`config.mk`:
```
export PLATFORM = sky130hd
export DESIGN_NAME = tspp_fetch_stage
export DESIGN_NICKNAME = d
export VERILOG_FILES = /design/src/rtl/rv32i_types_pkg.sv /design/src/rtl/tspp_ifex_latch.sv /design/src/rtl/tspp_fetch_stage.sv
export SDC_FILE = /design/constraint.sdc
export NUM_CORES = 1
export LEC_CHECK = 0
export CAP_MARGIN = 5
export CORE_ASPECT_RATIO = 0.7
export CORE_MARGIN = 5
export CORE_UTILIZATION = 40
export CTS_BUF_LIST = sky130_fd_sc_hd__clkbuf_8
export CTS_CLUSTER_SIZE = 30
export DETAILED_ROUTE_END_ITERATION = 12
export GPL_TIMING_DRIVEN = 0
export MAX_ROUTING_LAYER = met4
export PLACE_DENSITY = 0.65
export SLEW_MARGIN = 0
export SYNTH_ARGS = -nofsm -noshare
export SYNTH_HDL_FRONTEND = slang
export SYNTH_HIERARCHICAL = 1
export SYNTH_SLANG_ARGS = --single-unit
```
`constraint.sdc`:
```
create_clock -name CLK -period 3.2 [get_ports CLK]
set_clock_uncertainty 0.2 [all_clocks]
set_input_delay 0.48 -clock CLK [delete_from_list [all_inputs] [get_ports CLK]]
set_output_delay 0.48 -clock CLK [all_outputs]
set_load 0.01 [all_outputs]
```
`src/rtl/rv32i_types_pkg.sv`:
```
// Shared RV32I fetch-path types: word type, fetch FSM state encoding,
// bubble encoding and the PC increment helper.
package rv32i_types_pkg;

    typedef logic [31:0] word_t;

    typedef enum logic [1:0] {
        FETCH  = 2'd0,
        SQUASH = 2'd1,
        IDLE   = 2'd2
    } fetch_state_t;

    localparam word_t RV32_NOP      = 32'h0000_0013;
    localparam word_t RV32_RESET_PC = 32'h0000_0200;

    // Sequential PC step; wraps modulo 2^32.
    function automatic word_t pc_plus4(input word_t pc);
        return pc + 32'd4;
    endfunction

endpackage

```
`src/rtl/tspp_ifex_latch.sv`:
```
// IF/EX pipeline latch. Priority: flush > stall > load > bubble.
// A flush or bubble keeps the pc/pc4 fields of the last loaded instruction.
module tspp_ifex_latch
    import rv32i_types_pkg::*;
#(
    parameter word_t NOP_INSTR = RV32_NOP
) (
    input  logic        CLK,
    input  logic        nRST,
    input  logic        flush,
    input  logic        stall,
    input  logic        load,
    input  logic [31:0] load_instr,
    input  logic [31:0] load_pc,
    input  logic        load_fault,
    output logic        ifex_valid,
    output logic [31:0] ifex_instr,
    output logic [31:0] ifex_pc,
    output logic [31:0] ifex_pc4,
    output logic        ifex_fault
);

    // Latch update with flush/stall/load/bubble priority.
    always_ff @(posedge CLK or negedge nRST) begin
        if (!nRST) begin
            ifex_valid <= 1'b0;
            ifex_instr <= NOP_INSTR;
            ifex_pc    <= '0;
            ifex_pc4   <= '0;
            ifex_fault <= 1'b0;
        end else if (flush) begin
            ifex_valid <= 1'b0;
            ifex_instr <= NOP_INSTR;
            ifex_fault <= 1'b0;
        end else if (stall) begin
            ifex_valid <= ifex_valid;
        end else if (load) begin
            ifex_valid <= 1'b1;
            ifex_instr <= load_instr;
            ifex_pc    <= load_pc;
            ifex_pc4   <= pc_plus4(load_pc);
            ifex_fault <= load_fault;
        end else begin
            // A bubble never carries a fault.
            ifex_valid <= 1'b0;
            ifex_instr <= NOP_INSTR;
            ifex_fault <= 1'b0;
        end
    end

endmodule

```
`src/rtl/tspp_fetch_stage.sv`:
```
// Fetch stage: owns the PC, issues instruction-memory reads, squashes
// in-flight reads made stale by a redirect or halt, feeds the IF/EX latch.
// Optional macro FETCH_MISALIGN_CHECK_EN: a misaligned PC raises ifex_fault
// instead of issuing a read; without it the PC low bits are forced to 0.
//
//   state  | meaning
//   FETCH  | reading imem at pc; completion loads the IF/EX latch
//   SQUASH | finishing a stale read at squash_addr; data discarded
//   IDLE   | halted, no requests until reset
module tspp_fetch_stage
    import rv32i_types_pkg::*;
#(
    parameter word_t RESET_PC  = RV32_RESET_PC,
    parameter word_t NOP_INSTR = RV32_NOP
) (
    input  logic        CLK,
    input  logic        nRST,
    input  logic        pc_en,
    input  logic        npc_sel,
    input  logic        if_ex_stall,
    input  logic        if_ex_flush,
    input  logic        halt,
    input  logic [31:0] brj_addr,
    input  logic        imem_busy,
    input  logic [31:0] imem_rdata,
    output logic        imem_ren,
    output logic [31:0] imem_addr,
    output logic        iren,
    output logic        i_ram_busy,
    output logic        ifex_valid,
    output logic [31:0] ifex_instr,
    output logic [31:0] ifex_pc,
    output logic [31:0] ifex_pc4,
    output logic        ifex_fault
);

    fetch_state_t state, state_nx;
    word_t        pc, pc_target, pc_load, squash_addr;
    logic         halted_r, halt_seen, misaligned, fetch_done, req_busy;

`ifdef FETCH_MISALIGN_CHECK_EN
    assign misaligned = (pc[1:0] != 2'b00);
    assign pc_load    = pc_target;
`else
    assign misaligned = 1'b0;
    assign pc_load    = {pc_target[31:2], 2'b00};
`endif

    assign pc_target = npc_sel ? brj_addr : pc_plus4(pc);
    // A halt arriving in the same cycle a squash drains must still stop us.
    assign halt_seen = halted_r | halt;

    // Next-state and memory request outputs.
    always_comb begin
        state_nx   = state;
        imem_ren   = 1'b0;
        imem_addr  = pc;
        fetch_done = 1'b0;
        req_busy   = 1'b0;
        case (state)
            FETCH: begin
                imem_ren   = ~misaligned;
                fetch_done = misaligned | ~imem_busy;
                req_busy   = ~fetch_done;
                if (((pc_en & npc_sel) | halt) & req_busy)
                    state_nx = SQUASH;
                else if (halt)
                    state_nx = IDLE;
            end
            SQUASH: begin
                imem_ren  = 1'b1;
                imem_addr = squash_addr;
                if (!imem_busy)
                    state_nx = halt_seen ? IDLE : FETCH;
            end
            IDLE: begin
                state_nx = IDLE;
            end
            default: state_nx = FETCH;
        endcase
    end

    assign iren       = imem_ren;
    assign i_ram_busy = imem_busy | (state != FETCH);

    // State, PC, squash address and sticky halt registers.
    always_ff @(posedge CLK or negedge nRST) begin
        if (!nRST) begin
            state       <= FETCH;
            pc          <= RESET_PC;
            squash_addr <= '0;
            halted_r    <= 1'b0;
        end else begin
            state <= state_nx;
            if (pc_en)
                pc <= pc_load;
            if ((state == FETCH) && (state_nx == SQUASH))
                squash_addr <= pc;
            if (halt)
                halted_r <= 1'b1;
        end
    end

    tspp_ifex_latch #(
        .NOP_INSTR (NOP_INSTR)
    ) u_ifex_latch (
        .CLK        (CLK),
        .nRST       (nRST),
        .flush      (if_ex_flush),
        .stall      (if_ex_stall),
        .load       ((state == FETCH) & fetch_done),
        .load_instr (misaligned ? NOP_INSTR : imem_rdata),
        .load_pc    (pc),
        .load_fault (misaligned),
        .ifex_valid (ifex_valid),
        .ifex_instr (ifex_instr),
        .ifex_pc    (ifex_pc),
        .ifex_pc4   (ifex_pc4),
        .ifex_fault (ifex_fault)
    );

endmodule

```
* Yosys cells after proc, flatten, opt, wreduce, memory -nomap -nowiden *
Index checks and enable logic that the tools add are counted.

word-level totals
  register bits after elaboration = 159
  logic and storage cells = 45
  input port bits = 72
  memory bits (read-only) = 0
  memory bits (writable) = 0
  bits in latches = 0
  memories kept = 0
  output and inout bits = 133

operators by class
  magnitude comparators = 0
  $add $sub $neg = 1
  reductions and logical operators = 5
  equality and inequality tests = 4
  $mul = 0
  multiplexer cells = 17
  bitwise operators = 9
  divide/modulo/power cells = 0
  shifts and indexed selects = 0

operator list
  kind                                                   number
  2-to-1 mux 32 bit                                      5
  adder 32 x 3 -> 32 bit, second input constant          1
  2-to-1 mux 2 bit                                       4
  2-to-1 mux 1 bit                                       7
  case mux 2 bit (3 select lines)                        1
  == test 2 x 1 -> 1 bit, second input constant          2
  AND 1 bit                                              3
  inverter 1 bit                                         3
  OR 1 bit                                               3
  AND reduction 3 bit                                    1
  == test 2 bit, second input constant                   1
  logical NOT 2 bit                                      1
  inequality test 2 x 1 -> 1 bit, second input constant  1
  nonzero test 2 bit                                     1
  OR reduction 2 bit                                     1
  logical AND 1 bit                                      1

* Depth between registers and ports, before layout *
Gate-level depths: netlist of run 1.

  depth in word-level cells = 7
  depth in mapped cells = 8
  depth with buffers taken out = 6

* Hierarchy *
Netlist of run 1, hierarchy kept.

modules (own cells, without submodules)
  module            instances  seq. area each (sq um)  cells an instance  area each (sq um)
  tspp_ifex_latch   1          2406.1                  399                4141.5
  tspp_fetch_stage  1          1577.8                  374                3746.1

* Worst setup path before layout of run 1 *
No wires, ideal clock.

  path kind = register to register
  from = reg pc[2]
  to = reg pc[20]
  required time = 2.931 ns
  slack = 0.966 ns
  buffers on the path = 1
  stages on the path, launching flop included = 7
  library setup time = 0.069 ns
  arrival time = 1.964 ns
  clock period less this slack = 2.234 ns
  cell sequence = dfrtp_1 -> ha_1 -> and4_1 -> nand2_1 -> clkbuf_1 -> or4b_2 -> nand3_1

between the ends
  longest elaborated chain between the ends = 2

ends and longest elaborated chain
  item                    line                    RTL
  start, declared         tspp_fetch_stage.sv:38  word_t pc, pc_target, pc_load, squash_addr;
  start signal, assigned  tspp_fetch_stage.sv:96  pc <= pc_load;
  adder 32 x 3 -> 32 bit  rv32i_types_pkg.sv:18   return pc + 32'd4;
  2-to-1 mux 32 bit       tspp_fetch_stage.sv:49  assign pc_target = npc_sel ? brj_addr : pc_plus4(pc);

No other way between the ends.
A chain may end at the register's enable or synchronous reset.

* Worst setup path in the final report of run 1 *
  from = in imem_busy
  to = reg u_ifex_latch.ifex_instr[14]

between the ends
  longest elaborated chain between the ends = 6

ends and longest elaborated chain
  item                  line                     RTL
  start, declared       tspp_fetch_stage.sv:24   input logic imem_busy,
  inverter 1 bit        tspp_fetch_stage.sv:63   fetch_done = misaligned | ~imem_busy;
  2-to-1 mux 1 bit      tspp_fetch_stage.sv:60   case (state)
  AND 1 bit             tspp_fetch_stage.sv:111  .load ((state == FETCH) & fetch_done),
  2-to-1 mux 32 bit     tspp_ifex_latch.sv:37    end else if (load) begin
  2-to-1 mux 32 bit     tspp_ifex_latch.sv:35    end else if (stall) begin
  2-to-1 mux 32 bit     tspp_ifex_latch.sv:31    end else if (flush) begin
  end signal, assigned  tspp_ifex_latch.sv:39    ifex_instr <= load_instr;
  end, declared         tspp_ifex_latch.sv:17    output logic [31:0] ifex_instr,

No other way between the ends. The select of a mux whose other input is x is not followed.

==> impl_results.md, run 1 <==
* Via density at 5.37
* Vias at 6,876
* Rel. slew slack at 0.137
* CTS H-tree depth at 4
* Critical Path Stages at 6
* Warnings from Yosys at 6
* Clock-pin slew on the worst setup and hold paths at 0.09 ns
* EDFF count, synth at 0
* Grt ovf at 0
* Routed wire per std cell at 18.8 um
* Clock tree buffer depth at 2
* Hold path depth at 2
* Worst Setup Start Kind: input pin
* Layout cell share with drive strength beyond 1 at 0.152
* Period utilisation layout at 0.934
* IO buf count at 199
* RSZ-0062 raised after global routing: false
* CP endpoint kind: flip-flop
* Family with the most delay on the worst path: simple AND/OR/NAND/NOR gates
* Worst hold slack at 0.279 ns
* Tightest Hold Check Type: reg -> reg
* Sequential Power Share at 0.473
* Nets at 1,071
* Worst r2r src: pc[10]
* Initial antenna violation count at 0
* Vias in the first global route at 6,581
* Antenna-violating nets left at 0
* Final core area utilization at 0.548
* DR iter-0 viols at 569
* Slowest-stage cell, CP: nor3b_1
* Power Internal at 0.00338 W
* Max Transition Viols Final at 0
* Post-synth top area share at 0.492
* P&R area growth vs syn at 36.1%
* Syn Area/Cell at 10.2 um^2
* IO Pins at 205
* Row count at 43
* Worst-path cell chain: clkdlybuf4s50_1 -> or2_2 -> nor2_1 -> nor3b_1 -> clkbuf_1 -> a22o_1
* Yosys top cell by area: dfrtp_1
* Crit path from: imem_busy
* Static Leak at 4.61 nW
* Critical path class: in -> reg
* Final setup violating endpoints at 0
* Distinct cell type count after synthesis at 69
* Sequential area share after synthesis at 0.505
* Core area at 0.0196 mm^2
* Finished Layout Cells at 1,281
* TritonCTS Buffers at 17
* Power share of the clock group at 0.356
* Later-pin clock latency in the skew report at 0.46 ns
* Clock Tree Root: clkbuf_8
* Pwr Density at 449 mW/mm^2
* CP peak stage delay at 0.83 ns
* Post-synthesis cell area at 0.00789 mm^2
* Worst IR Drop VDD at 212 uV
* Crit-path max FO at 10
* DIE AREA at 0.0227 mm^2
* GP Congestion at 0.866
* Maximum clock frequency at 335 MHz
* #FFs+latches synth at 159
* M1 WL at 11,900 um
* Fin crit period at 2.99 ns
* Max-cap violations at 0
* Sw frac at 0.299
* Setup Fix Bufs, Post-CTS at 0
* Synth area leaders: dfrtp_1 (49%), mux2_2 (8.7%), nand2_1 (7.5%)
* Remaining DRCs at 0
* P_sw at 0.00144 W
* First-pass GRT wire length at 38,000 um
* FF-to-FF setup slack at 0.30 ns
* Final Hold Viols at 0
* Largest net degree at the start of global routing at 100
* Die width at 178 um
* Fraction of registers with async set/reset at 1.00
* Run status: completed
* Detail Route met3 WL at 1870 um
* Data required, critical path at 3.39 ns
* Routed WL at 24,100 um
* Synth Flop Type: dfrtp_1
* Crit path to: u_ifex_latch/ifex_instr[14]
* Cell count of the worst reg-to-reg path at 4
* DP Cell Count at 1,247
* Clock Sinks at 159
* DR WL met2 at 9900 um
* Arrival time worst endpoint at 3.18 ns
* R2r endpoint: pc[30]
* Final HPWL DP at 17,700 um
* Top sig layer: met4
* GRT Total Usage at 0.221
* CTS tree: built
* Measured slew at the worst slew-check pin at 1.28 ns
* Height of the die at 127 um
* Crit path buf inv count at 2
* Combinational share of power at 0.171
* Initial core utilization at 0.403
* Mapped Cells at 773
* First-pass DRT Iterations at 5
## power groups by stage
stage	sequential [W]	clock, W	combinational [W]
floorplan	0.00224	0	0.000426
global placement	0.00231	0	0.000810
detailed placement	0.00231	0	0.000820
CTS	0.00227	0.00175	0.000826
global route	0.00229	0.00184	0.000902
finish	0.00228	0.00172	0.000826
## worst min-delay path by stage
stage | start | end | slack [ns]
detailed placement | nRST | u_ifex_latch/ifex_instr[29] | 0.25
global route | u_ifex_latch/ifex_pc[22] | u_ifex_latch/ifex_pc[22] | 0.30
floorplan | nRST | halted_r | -0.02
finish | u_ifex_latch/ifex_pc[22] | u_ifex_latch/ifex_pc[22] | 0.28
global placement | halted_r | halted_r | 0.25
CTS | u_ifex_latch/ifex_pc[22] | u_ifex_latch/ifex_pc[22] | 0.29
## logic make-up after synthesis
kind of cell | Yosys count | synth area share
other cells | 1 | 0.000475
mux | 62 | 0.0884
fa+ha+maj | 2 | 0.00317
compound gates | 149 | 0.132
flops | 159 | 0.505
xor+xnor | 28 | 0.0311
buf+inv | 79 | 0.0511
simple gates | 293 | 0.188
## worst min-delay path: cells and delay by family, from the launching register on
family | cells | cell delay (ns)
and+or+nand+nor | 2 | 0.10
DFF | 1 | 0.35
## registers in the layout, summed over array words and instances (netlist names), 2 cells and up
register                 flops
u_ifex_latch/ifex_pc4       30
squash_addr                 30
state                        2
u_ifex_latch/ifex_instr     32
u_ifex_latch/ifex_pc        32
pc                          30
## repair_timing
action                     CTS  global route
gates resized for setup      1             4
hold endpoints to repair    58             0
hold buffers                 1             0
setup endpoints to repair    1            20
## cells in the final DEF, fill, tap and decap left out, types with 16 or more instances in the layout
master and instances:
nor2_1 21, clkbuf_8 19, inv_1 17, o21ai_0 36
nand2_1 158, mux2_2 61, nand3_1 23, nand4_1 23
dfrtp_1 155, a21oi_1 16, clkdlybuf4s50_1 198, clkbuf_1 30
a22o_1 33, xnor2_1 18
## metrics by stage
stage	setup WS (ns)	power, W	instance area, um^2	setup TNS (ns)
after global routing	0.0829	0.00503	10700	0
after CTS	0.0134	0.00485	10700	0
after floorplan	0.966	0.00267	7900	0
after global placement	-5.25	0.00312	10200	-829.82
final	0.211	0.00482	10700	0
after detailed placement	-0.199	0.00313	10300	-7.33
## metal layers
metal | vias up | track usage
met5 | - | -
met4 | 0 | 0.0555
met3 | 23 | 0.0444
met2 | 306 | 0.291
met1 | 3342 | 0.343
li1 | 3205 | -
## cells in the mapped netlist, types with 4 or more instances
library cell / n
o311ai_0: 9
nor2_1: 21
o21ai_0: 36
clkbuf_1: 33
nand2_1: 158
a22o_1: 33
inv_1: 17
a21oi_1: 16
dfstp_2: 4
mux2_2: 61
xor2_1: 10
nor4_1: 13
nand3_1: 23
dfrtp_1: 155
o21ai_1: 6
a211oi_1: 4
nor3_1: 8
xnor2_1: 18
buf_6: 6
a22oi_1: 13
buf_4: 9
o22ai_1: 5
o22a_1: 4
nand4_1: 23
buf_2: 8
or3_1: 4
nor4_2: 4
or4_1: 4
## layout make-up
type,count,area (um^2)
Fill cell,1744,8850
Sequential cell,159,3980
Multi-Input combinational cell,539,3520
Timing Repair Buffer,201,2030
Buffer,61,339
Tap cell,270,338
Clock buffer,18,248
Clock inverter,14,204
Inverter,18,67.6
Antenna cell,1,2.50
(Power assumes the default switching activity.)
==> inputs of run 2 (changes only) <==
SLEW_MARGIN = default   (was 0)
==> results of run 2 <==
Same layout as run 1: the final DEF is identical, and so are final timing and power.
